`config.mk`:
```
export PLATFORM = sky130hd
export DESIGN_NAME = dummy
export DESIGN_NICKNAME = d
export VERILOG_FILES = /design/src/rtl/dummy.sv
export SDC_FILE = /design/constraint.sdc
export NUM_CORES = 1
export LEC_CHECK = 0
export BUFFER_PORTS_ARGS = -buffer_cell sky130_fd_sc_hd__buf_2
export CAP_MARGIN = 0
export CORE_AREA = 2 2 398 400
export CTS_CLUSTER_DIAMETER = 100
export DETAILED_ROUTE_END_ITERATION = 10
export DIE_AREA = 0 0 400 402
export PLACE_DENSITY = 0.3
export SKIP_CTS_REPAIR_TIMING = 1
export SLEW_MARGIN = 20
export SYNTH_ARGS = -nofsm -noshare
export SYNTH_HDL_FRONTEND = slang
export SYNTH_SLANG_ARGS = --single-unit
```
`constraint.sdc`:
```
create_clock -name clk -period 4.4 [get_ports clk]
set_clock_uncertainty 0.2 [all_clocks]
set_input_delay 0.66 -clock clk [delete_from_list [all_inputs] [get_ports clk]]
set_output_delay 0.66 -clock clk [all_outputs]
set_load 0.05 [all_outputs]
```
`src/rtl/dummy.sv`:
```
// -----------------------------------------------------------------------------
// dummy -- registered frame processor with eCPRI MAC swap.
//
// Each accepted frame is classified combinationally on its EtherType and the
// eCPRI revision nibble. eCPRI frames have their destination and source MAC
// addresses swapped, so the reply goes back to the sender. All other frames
// pass through unchanged. The whole frame is registered, so there is no
// combinational path from inp to out.
//
// Optional feature: define DUMMY_STATS_EN to add the 32-bit pkt_cnt and
// ecpri_cnt frame counters. Both clear on rst and wrap at 2^32.
// -----------------------------------------------------------------------------
module dummy #(
  parameter int          PKT_BYTES = 64,       // frame buffer depth in bytes (>= 15)
  parameter logic [15:0] ETYPE     = 16'hAEFE  // EtherType that marks eCPRI
) (
  input  logic        clk,
  input  logic        rst,
  input  logic [7:0]  inp [PKT_BYTES],
  input  logic        inp_en,
  output logic [7:0]  out [PKT_BYTES],
  output logic        out_en,
  output logic        out_ecpri
`ifdef DUMMY_STATS_EN
  ,
  output logic [31:0] pkt_cnt,
  output logic [31:0] ecpri_cnt
`endif
);

  localparam int MAC_BYTES = 6;

  logic       is_ecpri;
  logic [7:0] frame_q [PKT_BYTES];
  logic [7:0] frame_d [PKT_BYTES];
  logic       en_q;
  logic       ecpri_q;
  logic       ecpri_d;

  // Classify the incoming frame: EtherType bytes 12/13 plus revision nibble 1.
  assign is_ecpri = (inp[12] == ETYPE[15:8]) &&
                    (inp[13] == ETYPE[7:0])  &&
                    (inp[14][7:4] == 4'h1);

  // Next-state frame: hold when idle, otherwise load with an optional MAC swap.
  always_comb begin
    // NOTE: every output of this block gets a default first, so no path leaves
    // it unassigned and no latch can be inferred.
    frame_d = frame_q;
    ecpri_d = ecpri_q;
    if (inp_en) begin
      for (int i = 0; i < PKT_BYTES; i++) begin
        frame_d[i] = inp[i];
      end
      if (is_ecpri) begin
        // Swap the destination MAC (bytes 0..5) and the source MAC (bytes 6..11).
        // Bytes 12 and above, which include the eCPRI header, are never touched.
        for (int i = 0; i < MAC_BYTES; i++) begin
          frame_d[i]             = inp[i + MAC_BYTES];
          frame_d[i + MAC_BYTES] = inp[i];
        end
      end
      ecpri_d = is_ecpri;
    end
  end

  // Frame, valid and class registers. Reset takes priority over a new frame.
  always_ff @(posedge clk) begin
    if (rst) begin
      // NOTE: the frame buffer is cleared on reset because out must read as
      // all-zero after reset. It is a flop array, not a RAM, so this is legal.
      for (int i = 0; i < PKT_BYTES; i++) begin
        frame_q[i] <= 8'h00;
      end
      en_q    <= 1'b0;
      ecpri_q <= 1'b0;
    end else begin
      // NOTE: sequential state uses non-blocking assignments only, so every
      // register samples pre-edge values regardless of statement order.
      frame_q <= frame_d;
      en_q    <= inp_en;
      ecpri_q <= ecpri_d;
    end
  end

  assign out       = frame_q;
  assign out_en    = en_q;
  assign out_ecpri = ecpri_q;

`ifdef DUMMY_STATS_EN
  logic [31:0] pkt_cnt_q;
  logic [31:0] ecpri_cnt_q;

  // Count accepted frames and accepted eCPRI frames. Both wrap naturally at 2^32.
  always_ff @(posedge clk) begin
    if (rst) begin
      pkt_cnt_q   <= 32'd0;
      ecpri_cnt_q <= 32'd0;
    end else if (inp_en) begin
      pkt_cnt_q <= pkt_cnt_q + 32'd1;
      if (is_ecpri) begin
        ecpri_cnt_q <= ecpri_cnt_q + 32'd1;
      end
    end
  end

  assign pkt_cnt   = pkt_cnt_q;
  assign ecpri_cnt = ecpri_cnt_q;
`endif

endmodule

```
* Yosys cells after proc, flatten, opt, wreduce, memory -nomap -nowiden *
Index checks and enable logic that the tools add are counted.

word-level totals
  bits in registers = 514
  bits in latches = 0
  bits in writable memories = 0
  ROM bits = 0
  input port bits = 515
  output and inout bits = 514
  word-level logic and storage cells = 72
  memories kept = 0

operators by class
  $add $sub $neg = 0
  $mul = 0
  divide/modulo/power cells = 0
  $lt $le $gt $ge = 0
  eq/ne operators = 3
  shifts and indexed selects = 0
  muxes and demuxes = 1
  bitwise gates (word level) = 0
  reduce and logical (&&, ||, !) cells = 2

operators with widths
  cell                                                             number
  96-bit 2-to-1 mux                                                1
  8-bit == test, second input constant                             2
  4-bit by 1-bit == test with 1-bit output, second input constant  1
  1-bit logical AND                                                2

* Longest topological paths before layout *
Gate-level depths: netlist of run 1.

  depth in word-level cells = 4
  mapped depth = 7
  depth with buffers taken out = 4

* Least setup slack after synthesis of run 1 *
OpenSTA, ideal clock, no wires.

  kind = input port to flip-flop
  start = in inp[408] in the netlist's numbering
  end = reg frame_q (netlist bit out[477])
  setup time = 142 ps
  arrival = 1869 ps
  data required time = 4058 ps
  path slack = 2189 ps
  stages on the path = 7
  buffers on the path = 3
  cell sequence = nand4b_2 or3_1 buf_2 buf_6 buf_2 o21ai_0 a311oi_1

on the way
  longest elaborated chain between the ends = 4

ends and longest elaborated chain
  element               line  text
  from (decl)           19    input logic [7:0] inp [PKT_BYTES],
  8-bit == test         41    assign is_ecpri = (inp[12] == ETYPE[15:8]) &&
  1-bit logical AND     41
  1-bit logical AND     42    (inp[13] == ETYPE[7:0]) &&
  96-bit 2-to-1 mux     55    if (is_ecpri) begin
  to (signal assigned)  80    frame_q <= frame_d;
  to (decl)             34    logic [7:0] frame_q [PKT_BYTES];

Every way passes these cells.
A chain may end at the register's enable or synchronous reset.

* Worst setup path after layout of run 1 *
  start = in inp[397] in the netlist's numbering
  end = reg frame_q (netlist bit out[426])

on the way
  longest elaborated chain between the ends = 3

ends and longest elaborated chain
  element                                   line  text
  4-bit by 1-bit == test with 1-bit output  43    (inp[14][7:4] == 4'h1);
  1-bit logical AND                         42
  96-bit 2-to-1 mux                         55

Every way passes these cells.

==> metrics.txt, run 1 <==
Gate power share=18.0%; RSZ-0062 raised after global routing=no; Layout fillers=17800; Int Pwr=between 9 and 10 mW; minimum clock period=approximately 2.6 ns; Flop pwr share=37.4%; Slew HR=between 30% and 40%; Lkg Pwr=between 10 and 15 nW; Post-synth EDFFs=0; most common cell in the synthesized netlist=dfxtp_1; max frequency=384 MHz; CTS Buf Count=74; cell count of the worst reg-to-reg path=2; Power Total=13.6 mW; H-tree level count=3; Async S/R FF share, synth=0%; largest net degree at the start of global routing=around 110; Worst Path Arrival=~3.0 ns; Pre-Repair DR Iteration Count=5; first-pass GRT wire length=roughly 140000 um; clock root buffer=clkbuf_16; Synth Cell Area=19100 sq um; PortBufs=1028; run status=completed; Die Area=roughly 160000 sq um; Clock Latency Late Sink=0.67 ns; Nets=3482; Tcrit/Tclk final=between 50% and 60%; max_cap viols=0; Clock Sinks=514; Final Wtd Congestion=just over 0.8; vias in the first global route=17700; final hold vios=0; final setup fails=0; crit path kind=input pin to flip-flop; Core ar.=157000 sq um; Die X=400 um; Yosys reg bits=514; TritonCTS clock tree=yes; Yosys top cell area share=54.0%; ratio of cells with drive above 1 in the final layout=39.2%; vias per inst=3.55; DR vias=18100; Final ANT Viol Nets=0; switching share of total power=around a third; ranking of synthesized cells by area=dfxtp_1 54%, mux2i_1 22%, nor2_1 10%, a311oi_1 4.4%, nand3_1 2.5%; part of the power in the clock network=44.6%; Iteration-0 DRC Markers=775; initial antenna violation count=37; Reg clk slew, reported paths=0.06 ns; Worst EP required=4.76 ns; VDD IR max=0.000237 V; register area share after synthesis=54.0%; CP startpoint kind=input pin; Starting Density=12.1%; Worst-Margin Slew=0.910 ns; synth cell count leaders=514 x dfxtp_1, 513 x nor2_1, 416 x mux2i_1; Mapped Avg Cell Area=9.97 sq um; placed cell area=26500 sq um; post-route cell area=between 20000 and 30000 sq um; crit end category=flip-flop; PwrDens=457 nW/um^2; Final Max Tran Viols=0; syn_nets=2426; r2r setup slk=3.33 ns; routed len/inst=19.9 um; P&R area growth vs syn=56.5%; area leader, netlist=dfxtp_1; Die Y=402 um; Post-Syn Instances=1911; peak fanout along the critical path=65; grt ovf=0; dpl hpwl=~80000 um; clock buffer depth=3; GR Util All Layers=12.0%; top_reg_cell synth=dfxtp_1; Row Count=around 150; Total Wirelength=slightly above 100000 um; Yosys cell types=26; io pins=slightly above 1000; Sw Pwr=4.39 mW; Fin Setup TNS=0 ns; Synth Warn #=0; HP Class=input pin to flip-flop; drc violations=0; Hold Path Stages=3
-- stage by stage --
step	setup WS (ns)	utilization, %	hold slack (ns)	cells
2_1_floorplan	2.19	-	0.486	1911
3_3_place_gp	1.08	16.9	0.253	4882
3_5_place_dp	1.06	16.9	0.267	4882
4_1_cts	1.80	18.4	-0.0778	5014
5_1_grt	1.72	19.0	0.000432	5101
6_report	1.80	19.0	0.0208	5105
-- worst paths after layout --
path	start	to
worst max-delay path	inp[397]	out[426]
worst min-delay path	inp[247]	out[247]
worst max register to register	out[436]	out[436]
worst min register to register	out_ecpri	out_ecpri
-- logic make-up (layout without fill, tap and decap cells) --
family | after synthesis | in the layout | synth area share, %
and+or+nand+nor | 619 | 619 | 13.2
muxes | 416 | 416 | 21.9
AOI/OAI and AO/OA | 194 | 194 | 6.99
buffers and inverters | 168 | 1280 | 3.95
DFF | 514 | 514 | 54.0
other | 0 | 10 | 0
-- critical path, stage by stage --
cell      delay (ns)
buf_2           0.11
nor4b_2         0.54
buf_4           0.26
and4_4          0.54
buf_12          0.34
nand3_1         0.13
a311oi_1        0.28
-- state kept, by name, summed over array words and instances, names as in the netlist --
register   flops
out_en         1
out          512
out_ecpri      1
-- per-layer routing --
metal	wire (um)	part of all wire (%)	vias to the layer above	GRT usage, %
met4	3070	3.0	36	4.63
met1	40000	39	8556	13.5
met5	228	0.22	-	0
li1	-	-	8730	-
met2	48700	48	639	20.1
met3	9400	9.3	178	4.87
-- layout make-up --
| cell class | count | area, sq um | area share (%) |
|---|---|---|---|
| diodes | 10 | 25.0 | 0.0839 |
| clock buffers | 107 | 2140 | 7.17 |
| clock inverters | 25 | 304 | 1.02 |
| inverters | 1 | 3.75 | 0.0126 |
| multi-input cells | 1229 | 8020 | 26.9 |
| flip-flops and latches | 514 | 10300 | 34.5 |
| well taps | 2072 | 2590 | 8.69 |
| repair buffers | 1147 | 6450 | 21.6 |
-- power by group through the flow --
stage / clock, mW / sequential (mW) / combinational (mW)
after global placement: 0 / 5.20 / 2.43
after global routing: 6.52 / 5.14 / 2.60
after CTS: 6.37 / 5.10 / 2.43
after detailed placement: 0 / 5.20 / 2.42
after floorplan: 0 / 6.17 / 0.569
final: 6.07 / 5.10 / 2.45
-- cells in the final DEF, fill, tap and decap left out, drive strengths merged --
master,count
mux2i,416
nand3,96
a211oi,1
clkinv,15
inv,6
nor2,513
clkinvlp,2
dfxtp,514
diode,10
dlygate4sd3,81
buf,1066
a311oi,95
nand4,1
nand2,1
o21ai,96
bufinv,3
clkbuf,107
a31oi,1
a21oi,1
nor2b,1
and4,1
or3,1
nor4b,1
nand4b,3
nor3,1
(Power assumes the default switching activity.)
==> run 2: changes to the inputs <==
- CORE_AREA: 2 2 398 400 -> 2 2 405 407
- DIE_AREA: 0 0 400 402 -> 0 0 407 409
- clock period: 4.4 -> 2.32 ns (I/O delays scaled with it)
==> metrics.txt, run 2 (synthesized netlist as in run 1, its figures left out) <==
Nets=3967 (+14%); Lkg Pwr=16.4 nW (+15%); CP startpoint kind=input pin; routed len/inst=18.7 um (-6.0%); Pre-Repair DR Iteration Count=5 (unchanged); Starting Density=11.8% (-0.37 points); HP Class=input pin to flip-flop; DR vias=20000 (+10%); Core ar.=162000 sq um (+3.1%); initial antenna violation count=16 (-57%); Die X=407 um (+1.8%); Layout fillers=18000 (+1.5%); R2R Path Start=out[343]; commonest non-fill, non-tap cell in the layout=buf_2; drc violations=0 (unchanged); PwrDens=758 nW/um^2 (+66%); vias in the first global route=17900 (+0.85%); most frequent cells in the layout=1026 x buf_2, 537 x dlygate4sd3_1, 514 x dfxtp_1, 513 x nor2_1, 416 x mux2i_1; Row Count=148 (+1.4%); Reg clk slew, reported paths=0.06 ns (about the same); sequential cell area=10300 sq um (unchanged); CTS Buf Count=72 (-2.7%); clock root buffer=clkbuf_16; RSZ-0062 raised after global routing=no; Worst-Margin Slew=0.686 ns (-0.224 ns); Tcrit/Tclk final=93.4%; Final Max Tran Viols=0 (unchanged); Hold Path Stages=3 (unchanged); run status=completed; GR Util All Layers=11.9% (-0.14 points); Final Wtd Congestion=0.863 (+4.5%); worst reg2reg path endpoint=out[343]; dpl hpwl=81900 um (+5.2%); Slew HR=54.3% (+15 points); final hold vios=0 (unchanged); Hold Crit Endpoint=out[490]; multi-input gate area in the final layout=8020 sq um (unchanged); vias per inst=3.51 (-1.3%); largest net degree at the start of global routing=67 (-39%); first-pass GRT wire length=140000 um (+1.8%); Total Wirelength=106000 um (+4.9%); max FFs per register=512 (unchanged); post-route cell area=34900 sq um (+17%); placed cell area=27100 sq um (+2.0%); Clock Sinks=514 (unchanged); cell count of the worst reg-to-reg path=3 (+1); TritonCTS clock tree=yes; Worst EP required=2.65 ns (-2.11 ns); ratio of cells with drive above 1 in the final layout=34.8% (-4.5 points); max_cap viols=0 (unchanged); peak fanout along the critical path=37 (-43%); Final ANT Viol Nets=0 (unchanged); clock buffer depth=3 (unchanged); Iteration-0 DRC Markers=826 (+6.6%); grt ovf=0 (unchanged); P&R area growth vs syn=83.2%; max frequency=461 MHz; final setup fails=0 (unchanged); PortBufs=1028 (unchanged); VDD IR max=0.000427 V (+80%); crit path kind=input pin to flip-flop; H-tree level count=3 (unchanged); Die Area=166000 sq um (+3.5%); io pins=1029 (unchanged); minimum clock period=~2.2 ns; crit end category=flip-flop; r2r setup slk=0.95 ns (-2.38 ns); smallest hold slack=0.0875 ns (+0.0667 ns); Hold Startpoint=inp_en; Worst Path Arrival=2.50 ns (-0.46 ns); Die Y=409 um (+1.7%); Clock Latency Late Sink=0.63 ns (-0.04 ns)
[run 2: changes by cell type in the layout (fill, tap and decap cells not counted), moves of 2 or more]
cell and change:
inv_16 -2, buf_4 +18, clkbuf_8 +6, dlygate4sd3_1 +456
buf_12 +13, clkbuf_1 -7, diode_2 +6, clkinv_8 +2
[run 2: cell type report]
type	count	share of cell area, %
repair buffers	1634	32.7
flip-flops and latches	514	29.5
multi-input cells	1229	23.0
well taps	2175	7.80
clock buffers	105	6.21
clock inverters	22	0.724
diodes	16	0.115
inverters	1	0.0108
[run 2: worst max path at each step]
| stage | from | to | slack, ns |
|---|---|---|---|
| 3_5_place_dp | inp[397] | out[442] | -0.05 |
| 3_3_place_gp | inp[397] | out[500] | -0.06 |
| 6_report | inp[400] | out[433] | 0.15 |
| 4_1_cts | out[482] | out[482] | 0.17 |
| 2_1_floorplan | inp[408] | out[477] | 0.42 |
| 5_1_grt | inp[400] | out[491] | 0.02 |
[run 2: critical path, stage by stage]
cell,delay [ns]
dlygate4sd3_1,0.53
buf_2,0.13
nor4b_2,0.29
buf_4,0.21
and4_4,0.31
buf_12,0.22
nand3_1,0.10
a311oi_1,0.30
[run 2: stage by stage]
stage	setup TNS, ns	power [mW]	cells	util (%)	worst slack (ns)
after global routing	0	27.6	5690	21.5	0.0225
after detailed placement	-1.64	14.5	5016	16.7	-0.0537
after global placement	-1.17	14.6	5016	16.7	-0.0581
final	0	26.5	5696	21.5	0.153
after CTS	0	26.3	5143	18.2	0.171
after floorplan	0	12.8	1911	-	0.421
[run 2: where the power goes]
| group | switching [mW] | leakage, nW | internal [mW] |
|---|---|---|---|
| clock | 4.55 | 1.19 | 6.83 |
| sequential | 0.314 | 4.25 | 9.38 |
| combinational | 3.51 | 11.0 | 1.88 |
| total | 8.37 | 16.4 | 18.1 |
[run 2: per-layer routing]
metal  vias up  share of wire [%]  GRT usage (%)
met1      9425                 41           13.1
met4         4                3.3           4.34
met3       152                7.5           4.84
li1       9707                  -              -
met5         -              0.017              0
met2       681                 49           20.2
==> run 3: changes to the inputs <==
- CORE_AREA: 2 2 405 407 -> 5 5 396 398
- DIE_AREA: 0 0 407 409 -> 0 0 401 403
==> metrics.txt, run 3 (synthesized netlist as in run 1, its figures left out) <==
final setup fails=0 (unchanged); P&R area growth vs syn=82.3%; Pre-Repair DR Iteration Count=4 (-1); Lkg Pwr=16.4 nW (about the same); TritonCTS clock tree=yes; Core ar.=153000 sq um (-5.6%); GR Util All Layers=12.3% (+0.46 points); Clock Sinks=514 (unchanged); HP Class=input pin to flip-flop; routed len/inst=19.3 um (+3.2%); final hold vios=0 (unchanged); Clock Latency Late Sink=0.64 ns (about the same); CP top delay family=simple AND/OR/NAND/NOR gates; Final ANT Viol Nets=0 (unchanged); peak fanout along the critical path=22 (-41%); clock root buffer=clkbuf_16; minimum clock period=2.20 ns (+0.0319 ns); grt ovf=0 (unchanged); Layout fillers=16900 (-6.1%); first-pass GRT wire length=144000 um (+3.1%); Starting Density=12.5% (+0.70 points); dpl hpwl=83400 um (+1.8%); Final Wtd Congestion=0.800 (-7.4%); vias in the first global route=18100 (+1.2%); initial antenna violation count=13 (-3); Total Wirelength=107000 um (+0.89%); io pins=1029 (unchanged); smallest hold slack=0.0317 ns (-0.0558 ns); Crit path largest cell delay=0.84 ns (+0.31 ns); drc violations=0 (unchanged); H-tree level count=3 (unchanged); CTS Buf Count=71 (-1.4%); Iteration-0 DRC Markers=970 (+17%); Die X=401 um (-1.5%); Worst Path Buf+Inv=4 (unchanged); RSZ-0062 raised after global routing=no; commonest non-fill, non-tap cell in the layout=buf_2; clock buffer depth=3 (unchanged); PwrDens=752 nW/um^2 (-0.78%); CP startpoint kind=input pin; max_cap viols=0 (unchanged); PortBufs=1028 (unchanged); Worst Path Arrival=2.53 ns (+0.03 ns); DR vias=19900 (-0.42%); run status=completed; Final Util=22.7% (+1.2 points); crit-path most repeated cell=buf_12; crit end category=flip-flop; Row Count=144 (-2.7%); Tcrit/Tclk final=94.8% (+1.4 points); Die Y=403 um (-1.5%); max frequency=455 MHz (-1.5%); ratio of cells with drive above 1 in the final layout=34.9% (+0.16 points); Reg clk slew, reported paths=0.05 ns (about the same); largest net degree at the start of global routing=83 (+24%); most frequent cells in the layout=1026 x buf_2, 527 x dlygate4sd3_1, 514 x dfxtp_1, 513 x nor2_1, 416 x mux2i_1; post-route cell area=34700 sq um (-0.48%); CP max-delay cell=nor4b_2; crit path kind=input pin to flip-flop; Worst EP required=2.65 ns (about the same); Final Max Tran Viols=0 (unchanged); max FFs per register=512 (unchanged); Die Area=162000 sq um (-2.9%); vias per inst=3.57 (+1.9%); Worst-Margin Slew=0.971 ns (+0.286 ns); placed cell area=27100 sq um (about the same); Nets=3976 (+0.23%); crit-path cells=buf_2, nor4b_2, buf_4, and4_4, buf_12, buf_12, nand3_1, a311oi_1; VDD IR max=0.000424 V (-0.66%); Slew HR=35.1% (-19 points)
## run 3: cell count changes in the layout (fill, tap and decap cells not counted), sizes merged
| cell | delta |
|---|---|
| buf | +20 |
| dlygate4sd3 | -10 |
| clkbuf | +9 |
| clkinv | -8 |
| diode | -3 |
| bufinv | -2 |
| clkinvlp | -2 |
## run 3: tightest hold or removal path: cells and delay by family
| family | cells | cell delay (ns) |
|---|---|---|
| buffers and inverters | 2 | 0.36 |
| and+or+nand+nor | 1 | 0.10 |
## run 3: through the flow
step                      power, mW  TNS, ns  std cells  setup WS (ns)
final                          26.1        0       5569          0.121
after CTS                      26.0        0       5029         0.0493
after detailed placement       14.6   -55.85       4905         -0.660
after global placement         14.6   -53.12       4905         -0.620
after floorplan                12.8        0       1911          0.421
after global routing           27.4        0       5566         0.0257
## run 3: metal layers
| metal | track usage (%) | vias up | routed length, um |
|---|---|---|---|
| met5 | 0 | - | 7 |
| met4 | 4.60 | 2 | 3480 |
| met3 | 5.29 | 143 | 8000 |
| met2 | 20.7 | 615 | 52100 |
| met1 | 13.8 | 9401 | 43700 |
| li1 | - | 9724 | - |
## run 3: final timing paths
kind                            depth (start not counted)      from  slack, ns       end
worst max-delay path                                    8  inp[397]       0.12  out[463]
worst min-delay path                                    3       rst       0.03  out[413]
worst max register to register                          3   out[53]       0.91   out[53]
worst min register to register                          2  out[467]       0.28  out[467]
## run 3: layout make-up
cell class              count  area (sq um)  area share (%)
clock buffers             114          2190            6.31
clock inverters            10           145           0.418
inverters                   1          3.75          0.0108
multi-input cells        1229          8020            23.1
well taps                2044          2560            7.36
repair buffers           1644         11500            33.1
flip-flops and latches    514         10300            29.6
diodes                     13          32.5          0.0937
## run 3: power by group
| group | switching (mW) | leakage [nW] | internal, mW |
|---|---|---|---|
| Clock | 4.45 | 1.15 | 6.59 |
| Combinational | 3.50 | 11.0 | 1.88 |
| Sequential | 0.323 | 4.25 | 9.38 |
| Total | 8.28 | 16.4 | 17.9 |
